===== config.mk =====
export PLATFORM = sky130hd
export DESIGN_NAME = imm_gen_pipe
export DESIGN_NICKNAME = d
export VERILOG_FILES = /design/src/rtl/imm_gen_pipe.sv
export SDC_FILE = /design/constraint.sdc
export NUM_CORES = 1
export LEC_CHECK = 0
export CAP_MARGIN = 30
export CORE_ASPECT_RATIO = 0.75
export CORE_MARGIN = 10
export CORE_UTILIZATION = 52
export DETAILED_ROUTE_END_ITERATION = 10
export MAX_ROUTING_LAYER = met4
export PLACE_DENSITY = 0.8
export SLEW_MARGIN = 20
export SYNTH_ARGS = -nofsm -noshare
export SYNTH_HDL_FRONTEND = slang
export SYNTH_SLANG_ARGS = --single-unit

===== constraint.sdc =====
create_clock -name clk -period 1.8 [get_ports clk]
set_input_delay 0.36 -clock clk [delete_from_list [all_inputs] [get_ports clk]]
set_output_delay 0.36 -clock clk [all_outputs]
set_load 0.05 [all_outputs]

===== src/rtl/imm_gen_pipe.sv =====
// RISC-V RV32I/RV64I immediate generator feeding a 2-entry valid/ready buffer.
// The decoded {imm, fmt, illegal} is registered, so nothing passes combinationally from instr to imm.
module imm_gen_pipe #(
  parameter int XLEN = 32
) (
  input  logic            clk,
  input  logic            rst_n,
  input  logic [31:0]     instr,
  input  logic            in_valid,
  output logic            in_ready,
  output logic [XLEN-1:0] imm,
  output logic [2:0]      fmt,
  output logic            illegal,
  output logic            out_valid,
  input  logic            out_ready
);

  localparam logic [2:0] FMT_NONE = 3'd0;
  localparam logic [2:0] FMT_R    = 3'd1;
  localparam logic [2:0] FMT_I    = 3'd2;
  localparam logic [2:0] FMT_S    = 3'd3;
  localparam logic [2:0] FMT_B    = 3'd4;
  localparam logic [2:0] FMT_U    = 3'd5;
  localparam logic [2:0] FMT_J    = 3'd6;
  localparam bit         RV64     = (XLEN == 64);

  typedef enum logic [1:0] {S_EMPTY, S_ONE, S_TWO} state_t;

  state_t          r_state, w_state_next;
  logic            r_head, r_tail;
  logic            w_push, w_pop;
  logic [6:0]      w_op;
  logic [2:0]      w_f3;
  logic            w_s;
  logic            w_is_shift;
  logic [XLEN-1:0] w_imm_i, w_imm_s, w_imm_b, w_imm_u, w_imm_j, w_shamt, w_shamt_w;
  logic [XLEN-1:0] w_imm;
  logic [2:0]      w_fmt;
  logic            w_ill;

  assign w_op       = instr[6:0];
  assign w_f3       = instr[14:12];
  assign w_s        = instr[31];
  assign w_is_shift = (w_f3 == 3'b001) || (w_f3 == 3'b101);

  assign w_imm_i = {{(XLEN-11){w_s}}, instr[30:20]};
  assign w_imm_s = {{(XLEN-11){w_s}}, instr[30:25], instr[11:7]};
  assign w_imm_b = {{(XLEN-12){w_s}}, instr[7], instr[30:25], instr[11:8], 1'b0};
  assign w_imm_u = {{(XLEN-31){w_s}}, instr[30:12], 12'h000};
  assign w_imm_j = {{(XLEN-20){w_s}}, instr[19:12], instr[20], instr[30:21], 1'b0};
  // Word shifts and all RV32 shifts use a 5-bit shamt; RV64 OP-IMM shifts use 6 bits.
  assign w_shamt_w = {{(XLEN-5){1'b0}}, instr[24:20]};
  assign w_shamt   = RV64 ? {{(XLEN-6){1'b0}}, instr[25:20]} : w_shamt_w;

  always_comb begin
    w_fmt = FMT_NONE;
    w_imm = '0;
    w_ill = 1'b1;
    case (w_op)
      7'b0110111, 7'b0010111: begin w_fmt = FMT_U; w_imm = w_imm_u; w_ill = 1'b0; end
      7'b1101111:             begin w_fmt = FMT_J; w_imm = w_imm_j; w_ill = 1'b0; end
      7'b1100111, 7'b0000011, 7'b1110011: begin
        w_fmt = FMT_I; w_imm = w_imm_i; w_ill = 1'b0;
      end
      7'b0010011: begin
        w_fmt = FMT_I; w_ill = 1'b0;
        w_imm = w_is_shift ? w_shamt : w_imm_i;
      end
      7'b0011011: begin
        if (RV64) begin
          w_fmt = FMT_I; w_ill = 1'b0;
          w_imm = w_is_shift ? w_shamt_w : w_imm_i;
        end
      end
      7'b0100011: begin w_fmt = FMT_S; w_imm = w_imm_s; w_ill = 1'b0; end
      7'b1100011: begin w_fmt = FMT_B; w_imm = w_imm_b; w_ill = 1'b0; end
      7'b0110011: begin w_fmt = FMT_R; w_ill = 1'b0; end
      7'b0111011: begin
        if (RV64) begin
          w_fmt = FMT_R; w_ill = 1'b0;
        end
      end
      default: ;
    endcase
  end

  assign in_ready  = rst_n & (r_state != S_TWO);
  assign out_valid = (r_state != S_EMPTY);
  assign w_push    = in_valid & in_ready;
  assign w_pop     = out_valid & out_ready;

  always_comb begin
    w_state_next = r_state;
    case (r_state)
      S_EMPTY: if (w_push) w_state_next = S_ONE;
      S_ONE: begin
        if (w_push && !w_pop)      w_state_next = S_TWO;
        else if (w_pop && !w_push) w_state_next = S_EMPTY;
      end
      S_TWO:   if (w_pop) w_state_next = S_ONE;
      default: w_state_next = S_EMPTY;
    endcase
  end

  always_ff @(posedge clk) begin
    if (!rst_n) begin
      r_state <= S_EMPTY;
      r_head  <= 1'b0;
      r_tail  <= 1'b0;
    end else begin
      r_state <= w_state_next;
      if (w_push) r_tail <= ~r_tail;
      if (w_pop)  r_head <= ~r_head;
    end
  end

  genvar gi;
  generate
    for (gi = 0; gi < 2; gi++) begin : g_entry
      logic [XLEN-1:0] r_imm;
      logic [2:0]      r_fmt;
      logic            r_ill;
      always_ff @(posedge clk) begin
        if (!rst_n) begin
          r_imm <= '0;
          r_fmt <= FMT_NONE;
          r_ill <= 1'b0;
        end else if (w_push && (r_tail == 1'(gi))) begin
          r_imm <= w_imm;
          r_fmt <= w_fmt;
          r_ill <= w_ill;
        end
      end
    end
  endgenerate

  assign imm     = r_head ? g_entry[1].r_imm : g_entry[0].r_imm;
  assign fmt     = r_head ? g_entry[1].r_fmt : g_entry[0].r_fmt;
  assign illegal = r_head ? g_entry[1].r_ill : g_entry[0].r_ill;

endmodule

==> Word-level counts from Yosys, hierarchy flattened <==
Index checks and enable logic that the tools add are counted.
{ "totals": {"reg_bits": 76, "latchBits": 0, "ram_bits": 0, "mem_bits_ro": 0, "in_bits": 36, "out_inout_bits": 38, "wordCells": 58, "mem_count": 0} }
{ "op_classes": {"n_addsub": 0, "mul": 0, "div_mod_pow": 0, "n_lt_le_gt_ge": 0, "eq_ne": 18, "shift": 0, "muxes": 12, "bitwise_logic": 5, "n_reduce_logical": 14} }
{ "op_table": {"columns": ["cell", "count"], "rows": [
  ["$pmux 32 s6", 1],
  ["$mux 32", 2],
  ["$eq 7x7->1 const B", 4],
  ["$eq 7x6->1 const B", 3],
  ["$pmux 3 s6", 1],
  ["$eq 7x5->1 const B", 2],
  ["$reduce_or 10->1", 1],
  ["$mux 2", 4],
  ["$eq 7x2->1 const B", 1],
  ["$ne 2x2->1 const B", 3],
  ["$pmux 2 s3", 1],
  ["$logic_and 1x1->1", 4],
  ["$reduce_or 4->1", 1],
  ["$and 1x1->1", 3],
  ["$eq 3x1->1 const B", 1],
  ["$eq 3x3->1 const B", 1],
  ["$mux 3", 1],
  ["$ne 3x3->1 const B", 1],
  ["$reduce_and 3->1", 1],
  ["$reduce_or 3->1", 1],
  ["$eq 2x1->1 const B", 1],
  ["$eq 2x2->1 const B", 1],
  ["$logic_not 1->1", 2],
  ["$logic_not 2->1", 1],
  ["5 further kinds", 7]
]} }

==> Depth between registers and ports, before layout <==
{ "logic_depth": {"word_depth": 8, "mapped_depth": 7} }

==> Least setup slack after synthesis <==
OpenSTA, ideal clock, no wires.
{ "synth_path": {"path_kind": "in2out", "startpoint": "input rst_n", "endpoint": "output in_ready", "t_arrival_ns": 1.358, "required_time_ns": 1.440, "slack_ns": 0.082, "stages": 3, "n_path_buf": 2, "cell_sequence": "clkbuf_1 > buf_1 > and2_1"} }
{ "synth_between": {"elab_chain_len": 1} }
{ "synth_lines": {"columns": ["item", "line_no", "source"], "rows": [
  ["from (decl)", "7", "input logic rst_n,"],
  ["$and 1x1->1", "87", "assign in_ready = rst_n & (r_state != S_TWO);"],
  ["to (decl)", "10", "output logic in_ready,"]
]} }
No other way between the ends.

==> Worst setup path after layout <==
{ "layout_path": {"startpoint": "register r_head", "endpoint": "output imm[1]"} }
{ "layout_between": {"elab_chain_len": 1} }
{ "layout_lines": {"columns": ["item", "line_no", "source"], "rows": [
  ["from (decl)", "30", "logic r_head, r_tail;"],
  ["from (signal assigned)", "113", "if (w_pop) r_head <= ~r_head;"],
  ["$mux 32", "137", "assign imm = r_head ? g_entry[1].r_imm : g_entry[0].r_imm;"],
  ["to (decl)", "11", "output logic [XLEN-1:0] imm,"]
]} }
No other way between the ends.

==> summary.txt <==
Outcome
  – Outcome: finished with violations
  – Violated checks: negative setup slack

STA
  – Max transition margin: 64.7%
  – Final setup vio count: 29
  – Hold violation total from the final report: 0
  – Worst slew pin tran: 0.529 ns
  – Worst Skew: 0.00860 ns
  – Final period util: 103%
  – F_max: 537 MHz
  – Fin crit period: 1.86 ns
  – Setup WS post-layout: -0.0610 ns
  – Final Slew Violations: 0
  – RSZ-0062 raised after global routing: yes

Die
  – DIE HEIGHT: 93.3 µm
  – Die area: 0.0110 mm²
  – Initial core utilization: 54.1%
  – Horiz. Die Dim: 118 µm
  – Core ar.: 0.00690 mm²
  – Rows: 26
  – # IOs: 74

Worst setup path
  – Startpoint class of the critical path: flip-flop
  – RR Endpoint: r_state[1]
  – Setup CP Type: reg -> out
  – CP Data Arrival Time: 1.50 ns
  – CP Capture Type: output port
  – Critical path's slowest cell: dfxtp_4
  – Crit-path cells: clkbuf_16 > mux2_2 > buf_12
  – Reg2reg setup slack: 0.12 ns
  – Max stage delay on crit path: 0.42 ns
  – CP Max Fanout: 9
  – R2R cell count: 7
  – CP required: 1.44 ns
  – R2r startpoint: r_state[1]

Cells and area
  – Nets@finish: 553
  – Number of antenna diodes: 0
  – Layout cells sized above 1: 34.8%
  – Post-Layout Cell Count: 618
  – Cell area after layout: 0.00568 mm²
  – Fin util: 82.3%
  – Layout Area Growth over Synthesis: 52.2%

Yosys
  – EDFF count, synth: 0
  – Share of flip-flops with an asynchronous set or reset: 0%
  – Post-Syn Area per Cell: 8.88 µm²
  – Synth top area share: 40.8%
  – Ys Warns: 0
  – Register area share after synthesis: 40.8%
  – Main flop type after synthesis: dfxtp_1
  – Unique masters post-synth: 51
  – Synth area leaders: dfxtp_1 41%, mux2_2 11%, nand2_1 4.9%
  – Yosys top cell by area: dfxtp_1
  – Yosys reg bits: 76
  – Cell Area, Synth: 0.00373 mm²
  – Mapped Cells: 420
  – Syn nets: 457

Power
  – Pwr dens: 790 mW/mm²
  – Cell Int Power: 3.20 mW
  – Tot Pwr: 4.48 mW
  – Switching Fraction: 28.5%
  – Combinational share of power: 24.8%
  – Leak: 2.13 nW
  – Net switching power: 1.28 mW
  – Share of power burned in the clock network: 35.0%
  – Max VDD drop: 0.000452 V
  – Flop pwr share: 40.2%

Hold path
  – Worst Hold Launch: g_entry[1].r_imm[8]
  – WHS Endpoint: g_entry[1].r_imm[8]
  – Worst Hold Depth: 2
  – Worst hold path type: reg -> reg

GRT
  – Grt met1 use: 28.9%
  – Largest net degree at the start of global routing: 54
  – M3 GR Usage: 6.37%
  – Overall Global Routing Usage: 22.7%
  – Met2 GRT Util: 35.0%
  – Vias in the first global route: 3724
  – Global route total overflow: 0
  – Initial antenna violation count: 0
  – Busiest layer in global routing: met2
  – First-pass GRT wire length: 19900 µm

CTS
  – # hold bufs at CTS: 0
  – Root Buffer Master: clkbuf_8
  – Clk_lat worst skew: 0.35 ns
  – Clock transition at the registers of the reported paths: 0.08 ns
  – Clock Sinks: 76
  – Bufs on Longest Clock Path: 2
  – H-tree depth: 3
  – CTS tree: done
  – CTS Buf Count: 9

Route
  – Drt total wl: 12900 µm
  – Drt first pass iters: 6
  – Total number of vias: 3799
  – Remaining antenna violation count: 0
  – Routed WL per cell: 20.8 µm
  – Initial DRC count: 435
  – DR vias/cell: 6.15
  – # DRC: 0

Job
  – Max-cap check violation count: 0

Placement
  – Port Buffers: 73
  – Dpl cells: 597
  – Placed instance area: 0.00520 mm²
  – Placer congestion estimate: 0.920
  – Placed wire-length estimate: 8210 µm
==> what timing repair did <==
item,in CTS,in global routing
cloned,1,1
resized for setup,25,15
setup buffers,4,0
endpoints found under the setup margin,90,52
pin swaps,2,1
==> metal layers <==
layer / vias to the layer above / part of all wire (%)
met5: - / 0
met4: 0 / 1.9
met3: 32 / 8.0
met2: 203 / 47
met1: 1827 / 43
li1: 1737 / -
==> power groups by stage <==
stage / Sequential (mW) / Combinational (mW) / Clock, mW
after floorplan: 1.82 / 0.529 / 0
after global placement: 1.82 / 1.01 / 0
after detailed placement: 1.83 / 1.02 / 0
after CTS: 1.80 / 1.07 / 1.56
after global routing: 1.81 / 1.16 / 1.63
final: 1.80 / 1.11 / 1.57
==> cell usage after synthesis (2+ instances only) <==
cell / instances
nand3b_1: 2
nor3_1: 2
a2111oi_2: 2
o22a_1: 2
buf_2: 18
and2_1: 2
mux2_2: 37
dfxtp_1: 76
or2_1: 2
nand4b_1: 3
nor2_1: 9
a32oi_1: 12
inv_1: 4
o21ai_2: 15
buf_6: 3
buf_4: 2
nand3_1: 23
o21ai_1: 14
a31oi_1: 28
nand2b_1: 4
nor2b_1: 2
clkbuf_1: 15
a21oi_1: 25
o21ai_0: 32
nand2_1: 49
a21oi_2: 11
and4b_1: 2
==> worst max-delay path by stage <==
stage,slack [ns],end,startpoint,depth (start not counted)
floorplan,0.08,in_ready,rst_n,3
global placement,-0.69,g_entry[0].r_imm[30],instr[3],5
detailed placement,-0.62,g_entry[1].r_imm[14],instr[6],6
CTS,-0.06,fmt[2],r_head,3
global route,-0.08,imm[1],r_head,3
finish,-0.06,imm[1],r_head,3
==> stage by stage <==
stage | setup TNS, ns | setup WS (ns) | hold slack (ns)
global route | -2.00 | -0.0820 | 0.482
detailed placement | -29.50 | -0.622 | 0.443
CTS | -0.942 | -0.0552 | 0.463
finish | -1.06 | -0.0610 | 0.461
global placement | -28.58 | -0.691 | 0.431
floorplan | 0 | 0.0819 | 0.424
==> cell type report <==
type / count / area (µm²)
inverters: 4 / 15.0
repair buffers: 124 / 1640
fillers: 411 / 1220
multi-input cells: 301 / 2140
clock inverters: 6 / 113
clock buffers: 9 / 124
flip-flops and latches: 76 / 1530
well taps: 98 / 123
==> worst max-delay path: cells and delay by family (launching register included) <==
kind	cells	cell delay (ns)
flops	1	0.42
mux	1	0.37
buf+inv	2	0.36
==> cell usage in the layout, fill, tap and decap left out, types with 3 or more instances in the layout <==
cell type / count
dfxtp_1: 74
nand2_1: 49
buf_12: 47
buf_4: 40
o21ai_0: 32
clkdlybuf4s50_1: 31
mux2_4: 30
a31oi_1: 28
a21oi_1: 24
nand3_1: 23
o21ai_2: 15
o21ai_1: 14
a21oi_2: 12
a32oi_1: 12
nor2_1: 9
clkbuf_8: 9
mux2_2: 7
inv_1: 4
nand4b_1: 3
nand2b_1: 3
bufinv_16: 3
==> cells by family after synthesis <==
logic type | share of synthesized area [%]
flops | 40.8
xor+xnor | 0.470
fa+ha+maj | 0.335
mux | 11.4
simple gates | 14.8
compound gates | 26.4
buf+inv | 5.74
==> sequential cells by signal, summed over array words and instances (netlist names) <==
signal / count
g_entry.r_fmt: 6
g_entry.r_ill: 2
g_entry.r_imm: 64
r_head: 1
r_state: 2
r_tail: 1
Power figures use the tool's default switching activity.
